## src/rtl/if_stage_fetch_unit_if.sv

```systemverilog
// Instruction-memory request channel between the fetch stage (master) and imem (slave).
interface if_stage_fetch_unit_if #(
  parameter int unsigned ADDR_W  = 32,
  parameter int unsigned INSTR_W = 32
);
  logic               imem_req;
  logic [ADDR_W-1:0]  imem_addr;
  logic               imem_ready;
  logic [INSTR_W-1:0] imem_rdata;

  modport master (
    output imem_req,
    output imem_addr,
    input  imem_ready,
    input  imem_rdata
  );

  modport slave (
    input  imem_req,
    input  imem_addr,
    output imem_ready,
    output imem_rdata
  );
endinterface

```

## src/rtl/if_stage_fetch_unit.sv

```systemverilog
// Instruction-fetch stage with IF/ID register, freeze hold buffer and branch redirect.
// Optional FETCH_STATS_EN adds saturating freeze/flush event counters.
module if_stage_fetch_unit #(
  parameter int unsigned       ADDR_W   = 32,
  parameter int unsigned       INSTR_W  = 32,
  parameter int unsigned       PC_STEP  = 4,
  parameter logic [ADDR_W-1:0] RESET_PC = '0
) (
  input  logic               clk,
  input  logic               rst,
  input  logic               freeze,
  input  logic               branch_taken,
  input  logic [ADDR_W-1:0]  branch_addr,
  if_stage_fetch_unit_if.master imem,
  output logic               if_valid,
  output logic [ADDR_W-1:0]  if_pc,
  output logic [INSTR_W-1:0] if_instr
`ifdef FETCH_STATS_EN
  ,
  output logic [15:0]        stat_freeze_cnt,
  output logic [15:0]        stat_flush_cnt
`endif
);

  typedef enum logic [0:0] {
    S_FETCH = 1'b0,
    S_HOLD  = 1'b1
  } state_e;

  state_e             state_q, state_d;
  logic [ADDR_W-1:0]  pc_q, pc_d;
  logic [ADDR_W-1:0]  hold_pc_q, hold_pc_d;
  logic [INSTR_W-1:0] hold_instr_q, hold_instr_d;
  logic               if_valid_q, if_valid_d;
  logic [ADDR_W-1:0]  if_pc_q, if_pc_d;
  logic [INSTR_W-1:0] if_instr_q, if_instr_d;
  logic [ADDR_W-1:0]  pc_next;

  assign pc_next        = pc_q + ADDR_W'(PC_STEP);
  assign imem.imem_req  = (state_q == S_FETCH);
  assign imem.imem_addr = pc_q;
  assign if_valid       = if_valid_q;
  assign if_pc          = if_pc_q;
  assign if_instr       = if_instr_q;

  always_ff @(posedge clk) begin
    if (rst) begin
      state_q      <= S_FETCH;
      pc_q         <= RESET_PC;
      hold_pc_q    <= '0;
      hold_instr_q <= '0;
      if_valid_q   <= 1'b0;
      if_pc_q      <= '0;
      if_instr_q   <= '0;
    end else begin
      state_q      <= state_d;
      pc_q         <= pc_d;
      hold_pc_q    <= hold_pc_d;
      hold_instr_q <= hold_instr_d;
      if_valid_q   <= if_valid_d;
      if_pc_q      <= if_pc_d;
      if_instr_q   <= if_instr_d;
    end
  end

  // Branch redirect overrides freeze; a beat arriving under freeze parks in the hold buffer.
  always_comb begin
    state_d      = state_q;
    pc_d         = pc_q;
    hold_pc_d    = hold_pc_q;
    hold_instr_d = hold_instr_q;
    if_valid_d   = if_valid_q;
    if_pc_d      = if_pc_q;
    if_instr_d   = if_instr_q;

    if (branch_taken) begin
      state_d      = S_FETCH;
      pc_d         = branch_addr;
      if_valid_d   = 1'b0;
      hold_pc_d    = '0;
      hold_instr_d = '0;
    end else begin
      unique case (state_q)
        S_FETCH: begin
          if (imem.imem_ready) begin
            pc_d = pc_next;
            if (freeze) begin
              hold_pc_d    = pc_next;
              hold_instr_d = imem.imem_rdata;
              state_d      = S_HOLD;
            end else begin
              if_valid_d = 1'b1;
              if_pc_d    = pc_next;
              if_instr_d = imem.imem_rdata;
            end
          end else if (!freeze) begin
            if_valid_d = 1'b0;
          end
        end
        S_HOLD: begin
          if (!freeze) begin
            if_valid_d   = 1'b1;
            if_pc_d      = hold_pc_q;
            if_instr_d   = hold_instr_q;
            hold_pc_d    = '0;
            hold_instr_d = '0;
            state_d      = S_FETCH;
          end
        end
        default: state_d = S_FETCH;
      endcase
    end
  end

`ifdef FETCH_STATS_EN
  logic [15:0] freeze_cnt_q, freeze_cnt_d;
  logic [15:0] flush_cnt_q, flush_cnt_d;

  always_comb begin
    freeze_cnt_d = freeze_cnt_q;
    flush_cnt_d  = flush_cnt_q;
    if (freeze && !branch_taken && (freeze_cnt_q != 16'hFFFF)) begin
      freeze_cnt_d = freeze_cnt_q + 16'd1;
    end
    if (branch_taken && (flush_cnt_q != 16'hFFFF)) begin
      flush_cnt_d = flush_cnt_q + 16'd1;
    end
  end

  always_ff @(posedge clk) begin
    if (rst) begin
      freeze_cnt_q <= '0;
      flush_cnt_q  <= '0;
    end else begin
      freeze_cnt_q <= freeze_cnt_d;
      flush_cnt_q  <= flush_cnt_d;
    end
  end

  assign stat_freeze_cnt = freeze_cnt_q;
  assign stat_flush_cnt  = flush_cnt_q;
`endif

endmodule

```

## src/flat_wrapper.sv

```systemverilog
// flat-port wrapper written by rule: the top's interface ports become plain ports
module if_stage_fetch_unit_flat 
#(
  parameter int unsigned       ADDR_W   = 32,
  parameter int unsigned       INSTR_W  = 32,
  parameter int unsigned       PC_STEP  = 4,
  parameter logic [ADDR_W-1:0] RESET_PC = '0
)
  (clk, rst, freeze, branch_taken, branch_addr, if_valid, if_pc, if_instr, imem_imem_req, imem_imem_addr, imem_imem_ready, imem_imem_rdata);
  if_stage_fetch_unit_if #(.ADDR_W(ADDR_W), .INSTR_W(INSTR_W)) imem_i ();
  input  logic clk;
  input  logic rst;
  input  logic freeze;
  input  logic branch_taken;
  input  logic [ADDR_W-1:0] branch_addr;
  output logic if_valid;
  output logic [ADDR_W-1:0] if_pc;
  output logic [INSTR_W-1:0] if_instr;
  output wire logic [$bits(imem_i.imem_req)-1:0] imem_imem_req;
  output wire logic [$bits(imem_i.imem_addr)-1:0] imem_imem_addr;
  input wire logic [$bits(imem_i.imem_ready)-1:0] imem_imem_ready;
  input wire logic [$bits(imem_i.imem_rdata)-1:0] imem_imem_rdata;
  assign imem_imem_req = imem_i.imem_req;
  assign imem_imem_addr = imem_i.imem_addr;
  assign imem_i.imem_ready = imem_imem_ready;
  assign imem_i.imem_rdata = imem_imem_rdata;
  if_stage_fetch_unit #(.ADDR_W(ADDR_W), .INSTR_W(INSTR_W), .PC_STEP(PC_STEP), .RESET_PC(RESET_PC)) u_core (.clk(clk), .rst(rst), .freeze(freeze), .branch_taken(branch_taken), .branch_addr(branch_addr), .imem(imem_i), .if_valid(if_valid), .if_pc(if_pc), .if_instr(if_instr));
endmodule
```

## config.mk

```make
export PLATFORM = sky130hd
export DESIGN_NAME = if_stage_fetch_unit_flat
export DESIGN_NICKNAME = d
export VERILOG_FILES = /design/src/rtl/if_stage_fetch_unit_if.sv /design/src/rtl/if_stage_fetch_unit.sv /design/src/flat_wrapper.sv
export SDC_FILE = /design/constraint.sdc
export NUM_CORES = 1
export LEC_CHECK = 0
export ABC_AREA = 1
export ABC_CLOCK_PERIOD_IN_PS = 4200
export BUFFER_PORTS_ARGS = -buffer_cell sky130_fd_sc_hd__buf_4
export CAP_MARGIN = 40
export CORE_MARGIN = 2
export CORE_UTILIZATION = 47
export CTS_BUF_LIST = sky130_fd_sc_hd__clkbuf_2
export CTS_CLUSTER_DIAMETER = 150
export DETAILED_ROUTE_END_ITERATION = 7
export PLACE_DENSITY = 0.82
export REMOVE_ABC_BUFFERS = 1
export SETUP_SLACK_MARGIN = 0.15
export SYNTH_ARGS = -nofsm -noshare
export SYNTH_HDL_FRONTEND = slang
export SYNTH_SLANG_ARGS = --single-unit
```

## constraint.sdc

```tcl
create_clock -name clk -period 4.2 [get_ports clk]
set_input_delay 0.63 -clock clk [delete_from_list [all_inputs] [get_ports clk]]
set_output_delay 0.63 -clock clk [all_outputs]
set_load 0.02 [all_outputs]
```

# Word-level counts from Yosys, hierarchy flattened

Cells that the tools add are included.

Output and inout port bits: 98
Register bits: 162
Logic and storage cells: 46
Input bits: 69

Reductions and logical operators: 5
$add $sub $neg: 1
Eq/ne operators: 6
Bitwise operators: 2
Multiplexer cells: 25

Operator list:

| operator                | number |
|---|---|
| $mux W32                | 14 |
| $pmux W32 S2            | 4 |
| $add A32 B3 Y32 const B | 1 |
| $ne A2 B2 Y1 const B    | 4 |
| $mux W1                 | 5 |
| $pmux W1 S2             | 2 |
| $reduce_and A4 Y1       | 1 |
| $ne A3 B2 Y1 const B    | 1 |
| $reduce_and A3 Y1       | 1 |
| $ne A2 B1 Y1 const B    | 1 |
| $not A1 Y1              | 2 |
| $reduce_and A2 Y1       | 1 |
| $reduce_bool A2 Y1      | 1 |
| $reduce_or A2 Y1        | 1 |

# Logic depth before layout (Yosys ltp)

Depth after elaboration: 4
Depth in mapped cells: 10
Depth with buffers taken out: 10

# Worst setup path before layout

No wires, ideal clock.

Path kind: register to register
Start: register u_core.state_q
End: register u_core.hold_instr_q[0]
Data required time: 4.078 ns
Slack: 2.328 ns
Setup time: 0.122 ns
Period minus slack after synthesis: 1.872 ns
Arrival: 1.750 ns
Stages on the path, launching flop included: 10
Cells stage by stage: dfxtp_1 -> inv_2 -> buf_2 -> buf_2 -> ha_1 -> nor2_1 -> buf_2 -> buf_2 -> buf_2 -> a21oi_1

Word-level cells in the longest chain between the ends: 3

Ends and longest elaborated chain:

| what                                                                 | line                      | text |
|---|---|---|
| start, declared                                                      | if_stage_fetch_unit.sv:30 | `state_e state_q, state_d;` |
| start signal, assigned                                               | if_stage_fetch_unit.sv:56 | `state_q <= state_d;` |
| $not A1 Y1 *                                                         | n/a                       |  |
| named net imem_imem_req                                              | flat_wrapper.sv:19        | `output wire logic [$bits(imem_i.imem_req)-1:0] imem_imem_req;` |
| $ne A2 B2 Y1 (no source line) / $ne A2 B1 Y1 (equally long branches) | n/a                       |  |
| $reduce_and A3 Y1 (no source line)                                   | n/a                       |  |
| end signal, assigned                                                 | if_stage_fetch_unit.sv:59 | `hold_instr_q <= hold_instr_d;` |
| end, declared                                                        | if_stage_fetch_unit.sv:33 | `logic [INSTR_W-1:0] hold_instr_q, hold_instr_d;` |

Mark *: on every way through the listed nets, which the timed path passes. The rest lies on a longest branch.
A chain may end at the register's enable or synchronous reset.

# Final worst setup path

Start: register u_core.state_q
End: output imem_imem_req

Word-level cells in the longest chain between the ends: 1

Ends and longest elaborated chain:

| what          | line                      | text |
|---|---|---|
| $not A1 Y1    | if_stage_fetch_unit.sv:40 | `assign imem.imem_req = (state_q == S_FETCH);` |
| end, declared | flat_wrapper.sv:19        |  |

Every way passes these cells.

==> impl_metrics.py <==
metrics = {
    "run_status": {
        "status": "finished, final reports clean",
    },
    "layout": {
        "regArea_mm2": 0.003244,
        "final_area_mm2": 0.008556,
        "fillerInstances": 1366,
        "syn_to_final_growth_pct": 21.95,
        "final_common_cell": "nand2_1",
        "final_cell_mix": "nand2_1, buf_4, dfxtp_1",
        "nets": 1142,
        "multi_input_area_mm2": 0.003317,
        "drive_gt1_share_pct": 21.96,
        "n_antenna_cell": 0,
    },
    "route": {
        "first_iter_violations": 587,
        "dr.pass1.iters": 5,
        "drcViolationCount": 0,
        "num_vias": 6916,
        "viasPerCell": 5.454,
        "ant_nets": 0,
        "wire_per_inst_um": 15.22,
        "drt-total-wl_um": 19300,
    },
    "die": {
        "die_y_um": 126.2,
        "placementRows": 44,
        "core-area_mm2": 0.01453,
        "die_area_mm2": 0.01592,
        "fp.dieW_um": 126.2,
        "start_util_pct": 48.27,
        "ios": 167,
    },
    "critical_path": {
        "cp_num_buf_inv": 3,
        "critical_path_class": "reg -> out",
        "path_cells": "inv_2 > buf_4 > buf_4",
        "worstPathRequired_ps": 3570,
        "crit_arrival_ps": 2310,
        "slowest_stage": "buf_4",
        "end_kind": "primary output",
        "max_stage_delay_ps": 590,
        "crit_family": "buffers and inverters",
        "crit_top_cell": "buf_4",
        "path_max_fanout": 64,
        "start_kind": "flop",
    },
    "global_route": {
        "grt_pass1_vias": 6461,
        "grt_overflow": 0,
        "grt_pass1_wl_um": 31300,
        "grt.total_usage_pct": 24.14,
        "grt_max_degree": 65,
        "antenna_found_initial": 0,
    },
    "yosys": {
        "ys_types": 28,
        "syn_area_mm2": 0.007015,
        "synth-seq-area-share_pct": 46.23,
        "syn_avg_cell_area_um2": 7.440,
        "syn_inst": 943,
        "ys_warn_count": 0,
        "synth_seq_cells": 162,
    },
    "timing": {
        "whs_ps": 119.1,
        "rsz0062_at_grt": "false",
        "finalMaxSlewViolations": 0,
        "finalSetupViolCount": 0,
        "tns_ps": 0,
        "period_needed_ps": 2941,
        "period_share_pct": 70.03,
        "fin_skew_ps": 36.89,
        "hold_violations": 0,
        "fmax_mhz": 340.0,
        "max_slew.worst_pin.slew_ps": 854.3,
        "max_slew_margin_pct": 42.91,
    },
    "run": {
        "drv_cap": 0,
    },
    "power": {
        "peakVddDrop_mv": 0.2267,
        "power.leakage_nw": 3.715,
        "cellPowerDensity_mw_per_mm2": 347.7,
        "power.total_mw": 2.975,
    },
    "clock_network": {
        "root_buffer": "clkbuf_2",
        "clock_sinks": 162,
        "cts.clk_slew.worst_paths_ps": 220,
        "cts_max_path_buffers": 2,
        "cts-hold-fix-buffers": 0,
        "clkLatencyLatePin_ps": 720,
        "htree_num_levels": 4,
        "cts_setup_buffers": 0,
        "cts_resized": 0,
        "cts_tree": "done",
        "cts_buffers": 17,
    },
    "place": {
        "post-dp-hpwl_um": 13080,
        "placed_area_mm2": 0.008334,
        "place.port_buffers": 166,
        "place.gp.congestion": 0.8810,
    },
    "hold_path": {
        "hp-class": "in -> reg",
    },
}
## path summary, 6_finish.rpt
check | from | end | slack (ps) | cells after the start
max reg2reg | u_core.state_q$_SDFF_PP0_ | u_core.if_pc[23]$_SDFFE_PP0P_ | 1440 | 9
min reg2reg | u_core.hold_instr_q[11]$_SDFFE_PP0P_ | u_core.if_instr[11]$_SDFFE_PP0P_ | 470 | 2
min | branch_addr[1] | u_core.imem.imem_addr[1]$_SDFFE_PP0P_ | 120 | 3
max | u_core.state_q$_SDFF_PP0_ | imem_imem_req | 1260 | 3
## per-layer routing
metal,wire [um],global-route usage [%],vias up
met1,8600,32.57,3184
met4,338,7.240,0
met2,8765,38.01,278
met5,0,0,-
met3,1593,6.542,29
li1,-,-,3425
## sequential cells by signal (all words and copies together), names as in the netlist
name / cells
u_core.if_instr: 32
u_core.state_q: 1
u_core.if_pc: 32
u_core.hold_instr_q: 32
u_core.hold_pc_q: 32
u_core.imem.imem_addr: 32
u_core.if_valid: 1
## report_power, final
part | internal, mW | switching [mW] | leakage, nW
logic | 0.190 | 0.285 | 2.25
registers | 1.62 | 0.0669 | 1.33
clock network | 0.281 | 0.531 | 0.143
total | 2.09 | 0.883 | 3.72
## synth_stat cells
master	n	share of area, %
nand2_1	223	12
dfxtp_1	162	46
a21oi_1	137	9.8
o21ai_0	137	9.8
nor2_1	46	2.5
inv_1	45	2.4
a31oi_1	43	3.8
clkbuf_1	31	1.7
buf_2	29	2.1
nand3_1	23	1.6
a211oi_1	8	0.86
a22o_1	7	0.87
nor2_2	7	0.62
xor2_1	7	0.87
nand2_2	5	0.45
buf_1	4	0.21
inv_2	4	0.21
nor2_8	4	1.1
xnor2_1	4	0.50
xor2_2	4	0.93
ha_1	2	0.36
nand2_4	2	0.32
nor2_4	2	0.32
nor3_1	2	0.14
o21ai_1	2	0.14
and2_1	1	0.089
buf_4	1	0.11
clkbuf_2	1	0.071
## cells by family (layout without fill, tap and decap cells)
| logic type | count (synthesis) | count (layout) | synth area share [%] |
|---|---|---|---|
| adder cells (fa/ha/maj) | 2 | 2 | 0.3566 |
| flip-flops | 162 | 162 | 46.23 |
| AND/OR/NAND/NOR | 315 | 315 | 19.12 |
| XOR/XNOR | 15 | 15 | 2.301 |
| AO/OA/AOI/OAI | 334 | 334 | 25.25 |
| buffers and inverters | 115 | 256 | 6.741 |
## tightest hold or removal path, delay by kind of cell
family	cells	cell delay (ps)
buffers and inverters	1	80
and+or+nand+nor	2	110
## per-stage QoR
stage	utilization (%)	setup WS, ps	std cells
after floorplan	-	-2356	877
after global placement	57.15	1552	1235
after detailed placement	57.34	1485	1236
after CTS	58.87	1187	1268
after global routing	58.87	1016	1268
final	58.87	1259	1268
## final cells by class
type                            instances  area share, %
Timing Repair Buffer                  175          15.88
Clock inverter                         10          1.302
Sequential cell                       162          37.92
Tap cell                              184          2.691
Clock buffer                           22          1.287
Inverter                               49          2.150
Multi-Input combinational cell        666          38.77
No activity file was read; power rests on OpenSTA's default activity.
